`src/rtl/dcmac_0_pkt_mon_stats_pkg.sv`:
```
// Shared register map, FSM states and per-ID shadow layout for the
// packet-monitor statistics register block.
package dcmac_0_pkt_mon_stats_pkg;

  localparam logic [5:0] OFF_CTRL     = 6'h00;
  localparam logic [5:0] OFF_STATUS   = 6'h04;
  localparam logic [5:0] OFF_PKT_LO   = 6'h08;
  localparam logic [5:0] OFF_PKT_HI   = 6'h0C;
  localparam logic [5:0] OFF_BYTE_LO  = 6'h10;
  localparam logic [5:0] OFF_BYTE_HI  = 6'h14;
  localparam logic [5:0] OFF_PRBS_ERR = 6'h18;
  localparam logic [5:0] OFF_SNAP_CNT = 6'h1C;

  localparam int unsigned GLOBAL_ADDR = 32'h800;

  typedef enum logic [1:0] {
    IDLE,
    EXEC,
    RESP
  } state_t;

  typedef struct packed {
    logic [63:0] pkt;
    logic [63:0] bytes;
    logic [31:0] prbs_err;
    logic [31:0] snap_cnt;
    logic        lock_lost;
    logic        ever_locked;
    logic        locked_q;
  } shadow_t;

endpackage

```
`src/rtl/dcmac_0_pkt_mon_stats_shadow.sv`:
```
// One stream ID's snapshot registers, snapshot counter and sticky PRBS lock
// history. A set event in the same cycle as a W1C keeps the bit set.
module dcmac_0_pkt_mon_stats_shadow
  import dcmac_0_pkt_mon_stats_pkg::*;
(
  input  logic        clk,
  input  logic        rst,
  input  logic [63:0] pkt_cnt,
  input  logic [63:0] byte_cnt,
  input  logic [31:0] prbs_err_cnt,
  input  logic        prbs_locked,
  input  logic        snap,
  input  logic        w1c_lock_lost,
  input  logic        w1c_ever_locked,
  output shadow_t     shadow
);

  shadow_t shadow_reg;

  always_ff @(posedge clk) begin
    if (rst) begin
      shadow_reg <= '0;
    end else begin
      if (snap) begin
        shadow_reg.pkt      <= pkt_cnt;
        shadow_reg.bytes    <= byte_cnt;
        shadow_reg.prbs_err <= prbs_err_cnt;
        shadow_reg.snap_cnt <= shadow_reg.snap_cnt + 32'd1;
      end
      shadow_reg.locked_q    <= prbs_locked;
      shadow_reg.lock_lost   <= (shadow_reg.lock_lost & ~w1c_lock_lost)
                              | (shadow_reg.locked_q & ~prbs_locked);
      shadow_reg.ever_locked <= (shadow_reg.ever_locked & ~w1c_ever_locked)
                              | prbs_locked;
    end
  end

  assign shadow = shadow_reg;

endmodule

```
`src/rtl/dcmac_0_pkt_mon_stats_regs.sv`:
```
// Software register front end for the per-ID packet/PRBS monitor: single
// outstanding request FSM, address decode, read mux and counter-clear pulses.
module dcmac_0_pkt_mon_stats_regs
  import dcmac_0_pkt_mon_stats_pkg::*;
#(
  parameter int NUM_ID = 6,
  parameter int ADDR_W = 12
) (
  input  logic                 clk,
  input  logic                 rst,
  input  logic [NUM_ID*64-1:0] i_pkt_cnt,
  input  logic [NUM_ID*64-1:0] i_byte_cnt,
  input  logic [NUM_ID*32-1:0] i_prbs_err_cnt,
  input  logic [NUM_ID-1:0]    i_prbs_locked,
  output logic [NUM_ID-1:0]    o_clear_counters,
  input  logic                 i_req_valid,
  output logic                 o_req_ready,
  input  logic                 i_req_wr,
  input  logic [ADDR_W-1:0]    i_req_addr,
  input  logic [31:0]          i_req_wdata,
  output logic                 o_rsp_valid,
  input  logic                 i_rsp_ready,
  output logic [31:0]          o_rsp_rdata,
  output logic                 o_rsp_err
);

  localparam int ID_W = ADDR_W - 6;

  state_t              state_reg, state_next;
  logic                req_wr_reg;
  logic [ADDR_W-1:2]   req_addr_reg;
  logic [2:0]          req_wdata_reg;
  logic                rsp_valid_reg, rsp_err_reg;
  logic [31:0]         rsp_rdata_reg;
  logic [NUM_ID-1:0]   clear_reg;
  logic                accept, exec_state;

  shadow_t             shadow [NUM_ID];
  shadow_t             sel_shadow;
  logic                sel_locked, is_global, dec_err;
  logic [NUM_ID-1:0]   hit_id, snap_mask, clear_mask, w1c_lost_mask, w1c_ever_mask;
  logic [5:0]          off;
  logic [31:0]         rd_data;
  logic                unused_bits;

  assign unused_bits = ^{i_req_wdata[31:3], i_req_addr[1:0], sel_shadow.locked_q};

  assign o_req_ready = (state_reg == IDLE) && !rst;
  assign accept      = i_req_valid && o_req_ready;
  assign exec_state  = (state_reg == EXEC);

  for (genvar gi = 0; gi < NUM_ID; gi++) begin : g_shadow
    dcmac_0_pkt_mon_stats_shadow u_shadow (
      .clk             (clk),
      .rst             (rst),
      .pkt_cnt         (i_pkt_cnt[gi*64 +: 64]),
      .byte_cnt        (i_byte_cnt[gi*64 +: 64]),
      .prbs_err_cnt    (i_prbs_err_cnt[gi*32 +: 32]),
      .prbs_locked     (i_prbs_locked[gi]),
      .snap            (exec_state & snap_mask[gi]),
      .w1c_lock_lost   (exec_state & w1c_lost_mask[gi]),
      .w1c_ever_locked (exec_state & w1c_ever_mask[gi]),
      .shadow          (shadow[gi])
    );
  end

  always_comb begin
    hit_id     = '0;
    sel_shadow = '0;
    sel_locked = 1'b0;
    for (int i = 0; i < NUM_ID; i++) begin
      hit_id[i] = (req_addr_reg[ADDR_W-1:6] == ID_W'(i));
      if (hit_id[i]) begin
        sel_shadow = shadow[i];
        sel_locked = i_prbs_locked[i];
      end
    end
  end

  // Masks are only acted on in EXEC; decode runs off the captured request.
  always_comb begin
    is_global     = ({req_addr_reg, 2'b00} == ADDR_W'(GLOBAL_ADDR));
    off           = {req_addr_reg[5:2], 2'b00};
    rd_data       = '0;
    dec_err       = 1'b1;
    snap_mask     = '0;
    clear_mask    = '0;
    w1c_lost_mask = '0;
    w1c_ever_mask = '0;
    if (is_global) begin
      if (req_wr_reg) begin
        dec_err    = 1'b0;
        snap_mask  = {NUM_ID{req_wdata_reg[0]}};
        clear_mask = {NUM_ID{req_wdata_reg[1]}};
      end
    end else if (|hit_id) begin
      case (off)
        OFF_CTRL: begin
          dec_err = 1'b0;
          if (req_wr_reg) begin
            snap_mask  = hit_id & {NUM_ID{req_wdata_reg[0]}};
            clear_mask = hit_id & {NUM_ID{req_wdata_reg[1]}};
          end
        end
        OFF_STATUS: begin
          dec_err = 1'b0;
          if (req_wr_reg) begin
            w1c_lost_mask = hit_id & {NUM_ID{req_wdata_reg[1]}};
            w1c_ever_mask = hit_id & {NUM_ID{req_wdata_reg[2]}};
          end else begin
            rd_data = {29'd0, sel_shadow.ever_locked, sel_shadow.lock_lost, sel_locked};
          end
        end
        OFF_PKT_LO, OFF_PKT_HI, OFF_BYTE_LO, OFF_BYTE_HI, OFF_PRBS_ERR, OFF_SNAP_CNT: begin
          dec_err = req_wr_reg;
          if (!req_wr_reg) begin
            case (off)
              OFF_PKT_LO:   rd_data = sel_shadow.pkt[31:0];
              OFF_PKT_HI:   rd_data = sel_shadow.pkt[63:32];
              OFF_BYTE_LO:  rd_data = sel_shadow.bytes[31:0];
              OFF_BYTE_HI:  rd_data = sel_shadow.bytes[63:32];
              OFF_PRBS_ERR: rd_data = sel_shadow.prbs_err;
              default:      rd_data = sel_shadow.snap_cnt;
            endcase
          end
        end
        default: ;
      endcase
    end
  end

  always_comb begin
    state_next = state_reg;
    case (state_reg)
      IDLE:    if (accept) state_next = EXEC;
      EXEC:    state_next = RESP;
      RESP:    if (rsp_valid_reg && i_rsp_ready) state_next = IDLE;
      default: state_next = IDLE;
    endcase
  end

  always_ff @(posedge clk) begin
    if (rst) begin
      state_reg     <= IDLE;
      req_wr_reg    <= 1'b0;
      req_addr_reg  <= '0;
      req_wdata_reg <= '0;
      rsp_valid_reg <= 1'b0;
      rsp_rdata_reg <= '0;
      rsp_err_reg   <= 1'b0;
      clear_reg     <= '0;
    end else begin
      state_reg <= state_next;
      clear_reg <= '0;
      if (accept) begin
        req_wr_reg    <= i_req_wr;
        req_addr_reg  <= i_req_addr[ADDR_W-1:2];
        req_wdata_reg <= i_req_wdata[2:0];
      end
      if (exec_state) begin
        rsp_valid_reg <= 1'b1;
        rsp_rdata_reg <= rd_data;
        rsp_err_reg   <= dec_err;
        clear_reg     <= clear_mask;
      end else if (rsp_valid_reg && i_rsp_ready) begin
        rsp_valid_reg <= 1'b0;
      end
    end
  end

  assign o_rsp_valid      = rsp_valid_reg;
  assign o_rsp_rdata      = rsp_rdata_reg;
  assign o_rsp_err        = rsp_err_reg;
  assign o_clear_counters = clear_reg;

endmodule

```
`config.mk`:
```
export PLATFORM = sky130hd
export DESIGN_NAME = dcmac_0_pkt_mon_stats_regs
export DESIGN_NICKNAME = d
export VERILOG_FILES = /design/src/rtl/dcmac_0_pkt_mon_stats_pkg.sv /design/src/rtl/dcmac_0_pkt_mon_stats_shadow.sv /design/src/rtl/dcmac_0_pkt_mon_stats_regs.sv
export SDC_FILE = /design/constraint.sdc
export NUM_CORES = 2
export LEC_CHECK = 0
export CAP_MARGIN = 40
export CELL_PAD_IN_SITES_DETAIL_PLACEMENT = 0
export CELL_PAD_IN_SITES_GLOBAL_PLACEMENT = 1
export CORE_MARGIN = 3
export CORE_UTILIZATION = 30
export DETAILED_ROUTE_END_ITERATION = 8
export HOLD_SLACK_MARGIN = 0.02
export PLACE_DENSITY_LB_ADDON = 0.1
export SLEW_MARGIN = 20
export SYNTH_ARGS = -nofsm -noshare
export SYNTH_HDL_FRONTEND = slang
export SYNTH_SLANG_ARGS = --single-unit
```
`constraint.sdc`:
```
create_clock -name clk -period 3.05 [get_ports clk]
set_clock_uncertainty 0.15 [all_clocks]
set_input_delay 0.7625 -clock clk [delete_from_list [all_inputs] [get_ports clk]]
set_output_delay 0.7625 -clock clk [all_outputs]
set_load 0.005 [all_outputs]
```
Word-level counts from Yosys, hierarchy flattened --
Index checks and enable logic that the tools add are counted.
Cells by class: bitwise operators 70, $add $sub $neg 6, equal/unequal tests 17, reductions and logical operators 13, multiplexer cells 44
Operator list (count):
- 195-bit two-way mux | 6
- 32-bit by 1-bit adder with 32-bit output, second input constant | 6
- 32-bit one-hot mux with 5 select lines | 1
- 6-bit two-way mux | 17
- 32-bit two-way mux | 3
- 32-bit one-hot mux with 2 select lines | 1
- 1-bit bitwise AND | 36
- 1-bit inverter | 19
- 6-bit bitwise AND | 3
- 4-bit by 3-bit equality test with 1-bit output, second input constant | 4
- 6-bit by 2-bit equality test with 1-bit output, second input constant | 2
- 6-bit by 3-bit equality test with 1-bit output, second input constant | 2
- 1-bit OR | 12
- 6-bit OR reduction | 2
- 1-bit two-way mux | 11
- 10-bit equality test, second input constant | 1
- 4-bit by 2-bit equality test with 1-bit output, second input constant | 2
- 6-bit by 1-bit equality test with 1-bit output, second input constant | 1
- 6-bit zero test | 1
- 2-bit one-hot mux with 3 select lines | 1
- 4-bit by 1-bit equality test with 1-bit output, second input constant | 1
- 4-bit zero test | 1
- 2-bit two-way mux | 2
- 2-bit inequality test, second input constant | 2
- 10 further kinds | 13
Word-level totals: output and inout port bits 41, register bits 1226, logic and storage cells 200, bits of input ports 1015

Longest topological paths before layout --
depth in word-level cells 12, mapped depth 10

Modules after synthesis --
A second synthesis with hierarchy kept.
Unflattened totals: cells, all modules 5392, area total of the unflattened synthesis 54986.5 sq um
Modules (own cells, without submodules):
- dcmac_0_pkt_mon_stats_shadow | times used 6, seq. area each 3903.7 sq um, cells each 704, area each 7159.4 sq um
- dcmac_0_pkt_mon_stats_regs | times used 1, seq. area each 1121.1 sq um, cells each 1168, area each 12030.3 sq um

Worst setup path after synthesis --
OpenSTA, ideal clock, no wires.
path type reg-to-reg, from reg req_addr_reg[3] (netlist bit), to reg g_shadow[1].u_shadow.shadow_reg, in the netlist g_shadow[1].u_shadow.shadow[31], stages on the path, launching flop included 10, required time 2.772 ns, data arrival time 2.720 ns, setup slack 0.053 ns, period minus slack after synthesis 2.997 ns, library setup time 0.128 ns, path through dfxtp_1 buf_6 or4b_1 buf_2 or4_4 or4_4 buf_6 nor4_4 xnor2_1 nor2_1
On the way: longest elaborated chain between the ends 5, elaborated cells between the ends (all ways) 6
RTL lines:
- start: declaration | RTL line dcmac_0_pkt_mon_stats_regs.sv:31 | logic [ADDR_W-1:2] req_addr_reg;
- start signal: assignment | RTL line dcmac_0_pkt_mon_stats_regs.sv:157 | req_addr_reg <= i_req_addr[ADDR_W-1:2];
- 4-bit zero test | RTL line dcmac_0_pkt_mon_stats_regs.sv:97 | case (off)
- 6-bit two-way mux | RTL line dcmac_0_pkt_mon_stats_regs.sv:97
- 6-bit two-way mux | RTL line dcmac_0_pkt_mon_stats_regs.sv:96 | end else if (|hit_id) begin
- 6-bit two-way mux * | RTL line dcmac_0_pkt_mon_stats_regs.sv:90 | if (is_global) begin
- 1-bit bitwise AND * | RTL line dcmac_0_pkt_mon_stats_regs.sv:60 | .snap (exec_state & snap_mask[gi]),
- end: declaration | RTL line dcmac_0_pkt_mon_stats_shadow.sv:18 | shadow_t shadow_reg;
Every way passes the cells marked *; elsewhere a longest branch is shown, timed or not. A chain may end at the register's enable or synchronous reset.

Worst setup path in the final report --
from reg req_addr_reg[7] (netlist bit), to reg rsp_rdata_reg[12], in the netlist o_rsp_rdata[12]
On the way: longest elaborated chain between the ends 12, elaborated cells between the ends (all ways) 19
RTL lines:
- 6-bit zero test | RTL line dcmac_0_pkt_mon_stats_regs.sv:72 | hit_id[i] = (req_addr_reg[ADDR_W-1:6] == ID_W'(i));
- 195-bit two-way mux (6 in a row) | RTL line dcmac_0_pkt_mon_stats_regs.sv:73 | if (hit_id[i]) begin
- 32-bit one-hot mux with 5 select lines | RTL line dcmac_0_pkt_mon_stats_regs.sv:117 | case (off)
- 32-bit two-way mux | RTL line dcmac_0_pkt_mon_stats_regs.sv:116 | if (!req_wr_reg) begin
- 32-bit one-hot mux with 2 select lines | RTL line dcmac_0_pkt_mon_stats_regs.sv:97
- 32-bit two-way mux | RTL line dcmac_0_pkt_mon_stats_regs.sv:96
- 32-bit two-way mux * | RTL line dcmac_0_pkt_mon_stats_regs.sv:90
- end signal: assignment | RTL line dcmac_0_pkt_mon_stats_regs.sv:162 | rsp_rdata_reg <= rd_data;
- end: declaration | RTL line dcmac_0_pkt_mon_stats_regs.sv:34 | logic [31:0] rsp_rdata_reg;
Marks and branches as above.

==> flow_metrics.tcl <==
set metrics [dict create \
    outcome "complete, but fails checks" \
    violations "design-rule violations, negative setup slack" \
    slew_viol_final 0 \
    antenna_left 0 \
    synth_cell_types 60 \
    setup_viol 1 \
    start_util_pct 30.25 \
    synth-edff-count 0 \
    die_area_um2 180900 \
    hold_depth 3 \
    syn_avg_cell_area_um2 7.589 \
    r2r-end "o_rsp_rdata[12]" \
    netlist_area_um2 52760 \
    drtPass1Iterations 9 \
    hold_viol_final 0 \
    vdd_drop_max_uv 488.6 \
    ys_async_sr_fraction_pct 0 \
    p_leak_uw 0.02462 \
    antenna_found_initial 53 \
    grt_overflow 0 \
    drc_errors 1 \
    endpoint_kind "flop" \
    wire_per_inst_um 29.92 \
    synth_top_cells_by_count "nand2_1 (2180), dfxtp_1 (1226), a21oi_1 (1106), clkbuf_1 (533), o21ai_0 (334)" \
    p_total_uw 37760 \
    synth_warnings 0 \
    startpoint_type "flop" \
    hpwlAfterDp_mm 242.0 \
    ctsHoldBuffers 0 \
    drt-vias-per-instance 5.456 \
    grt_pass1_wl_mm 431.1 \
    ios 1056 \
    critPathKind "reg2reg" \
    timing.fmax_mhz 324.2 \
    ff2ff_setup_slack_ns -0.03 \
    drt_iter0_drc 6011 \
    synthMostInstantiatedCell "nand2_1" \
    cts_tree "done" \
    clkLatencyLatePin_ns 0.78 \
    syn_to_final_growth_pct 42.82 \
    crit_required_ns 3.52 \
    cts.sinks 1226 \
    worstPathArrival_ns 3.55 \
    fin_setup_tns_ns -0.03467 \
    yosysSeqAreaShare_pct 46.52 \
    fin_nets 9133 \
    hp-class "in2reg" \
    die_w_um 425.3 \
    clk_path_buf_depth 3 \
    layout_min_cycle_time_ns 3.085 \
    max_cap_viol_count 0 \
    place_congestion 0.9773 \
    powerDensity_nw_per_um2 501.1 \
    max_slew_margin_pct 18.83 \
    syn_inst 6952 \
    grt_start_max_net_pins 200 \
    htree_levels 4 \
    cts.reportedPaths.clkPinSlew_ns 0.06 \
    via_count 57730 \
    root_buffer "clkbuf_16" \
    largest_reg_flops 1170 \
    drive_gt1_share_pct 12.39 \
    grt_pass1_vias 55160 \
    port_buffers 1024 \
    cp_max_fo 46 \
    worstHoldStart "rst" \
    yosysTopAreaCell "dfxtp_1" \
    ys_ff_latch 1226 \
    syn_nets 7973 \
    fp.dieH_um 425.3 \
    synth_ff_type "dfxtp_1" \
    worst_pin_slew_ns 1.218 \
    num_rows 153 \
    fin_ws_ns -0.03467 \
    period_share_pct 101.1 \
    grtUsageTotal_pct 33.50 \
    r2r_cells 9 \
    r2r-start "req_addr_reg[7]" \
    min_to "o_clear_counters[4]" \
    cts_buffers 148 \
    wl_mm 316.6 \
    synth_top_area_share_pct 46.52 \
    coreArea_um2 174400 \
    synth.area.top_cells "dfxtp_1 (47%), nand2_1 (16%), a21oi_1 (10%)" \
    rsz0062_at_grt "yes" \
]
[worst max-delay path by stage]
stage                                      end             from  cells after the start  slack [ns]
2_1_floorplan  g_shadow[1].u_shadow.shadow[31]  req_addr_reg[3]                      9        0.05
6_report                       o_rsp_rdata[12]  req_addr_reg[7]                      9       -0.03
4_1_cts                        o_rsp_rdata[27]  req_addr_reg[7]                     11       -0.03
5_1_grt                        o_rsp_rdata[27]  req_addr_reg[7]                     11       -0.05
3_3_place_gp                   o_rsp_rdata[18]  req_addr_reg[8]                      9       -0.31
3_5_place_dp                   o_rsp_rdata[19]  req_addr_reg[8]                      9       -0.40
[where the power goes]
part           switching, uW  leakage (uW)  internal, uW
Sequential              23.1       0.00988         16000
Combinational           1860        0.0123          1720
Clock                   7620       0.00242         10500
[per-layer routing]
metal / global-route usage, % / wire, um / up-vias
met1: 42.03 / 127600 / 28350
met5: 0 / 59 / -
li1: - / - / 26260
met2: 54.38 / 147600 / 2560
met3: 5.820 / 22020 / 557
met4: 18.51 / 19290 / 8
[layout make-up]
class / count / area (um^2)
Fill cell: 17940 / 99050
Multi-Input combinational cell: 5119 / 26680
Sequential cell: 1226 / 24560
Timing Repair Buffer: 1575 / 16040
Clock buffer: 218 / 4369
Tap cell: 2325 / 2909
Clock inverter: 46 / 555.5
Inverter: 42 / 157.7
Antenna cell: 30 / 75.07
[worst max-delay path, cell delays in order, from the launching register on]
cell and delay (ns):
dfxtp_4 0.37, buf_4 0.15, buf_12 0.30, mux2i_1 0.52, nor3_1 0.09, a21oi_1 0.17
a31oi_2 0.26, nor4_1 0.43, clkdlybuf4s15_2 0.32, a311oi_1 0.10
[cell families (layout without fill, tap and decap cells)]
family	Yosys count	count (layout)	share of synthesized area, %
adders and majority gates	6	6	0.1423
xor gates and xnor gates	150	150	2.490
DFF	1226	1226	46.52
buffers and inverters	607	1881	4.364
other	0	30	0
muxes	131	131	2.723
AOI/OAI and AO/OA	1908	1908	20.61
and+or+nand+nor	2924	2924	23.15
[cells in the final DEF (no fill, tap or decap), types with 31 or more instances in the layout]
| cell type | synthesis | routed |
|---|---|---|
| inv_1 | 42 | 42 |
| o21ai_0 | 334 | 331 |
| mux2_2 | 100 | 100 |
| clkbuf_8 | 0 | 36 |
| a21oi_1 | 1106 | 1103 |
| nand4_1 | 52 | 52 |
| mux2i_1 | 31 | 31 |
| nor3_1 | 92 | 88 |
| a31oi_1 | 101 | 65 |
| nor2_1 | 250 | 238 |
| and3_1 | 51 | 51 |
| clkdlybuf4s50_1 | 0 | 1023 |
| nand3_1 | 75 | 72 |
| or3_1 | 44 | 42 |
| a221oi_1 | 33 | 31 |
| o221ai_1 | 59 | 59 |
| buf_4 | 0 | 414 |
| o211ai_1 | 31 | 31 |
| a22oi_1 | 99 | 98 |
| a222oi_1 | 35 | 35 |
| xnor2_1 | 98 | 98 |
| nor4_1 | 53 | 39 |
| buf_12 | 0 | 116 |
| clkbuf_16 | 0 | 153 |
| xor2_1 | 52 | 52 |
| clkbuf_1 | 533 | 32 |
| dfxtp_1 | 1226 | 1221 |
| nand2_1 | 2180 | 2172 |
[timing repair]
action                     CTS  global route
cloned                       1             3
gates resized for setup     63            48
buffers inserted             5             6
setup endpoints to repair   72            80
pin swaps                   10            21
[stage by stage]
| step | area, um^2 | hold slack, ns | util (%) | setup WS, ns | cells |
|---|---|---|---|---|---|
| after detailed placement | 69480 | 0.2898 | 39.84 | -0.4014 | 10270 |
| after CTS | 74870 | 0.2505 | 42.93 | -0.02821 | 10540 |
| after global placement | 69410 | 0.2816 | 39.80 | -0.3125 | 10260 |
| after floorplan | 52760 | 0.2745 | - | 0.05273 | 6952 |
| after global routing | 75330 | 0.3079 | 43.19 | -0.04520 | 10570 |
| final | 75350 | 0.2832 | 43.20 | -0.03467 | 10580 |
No activity file was read; power rests on OpenSTA's default activity.
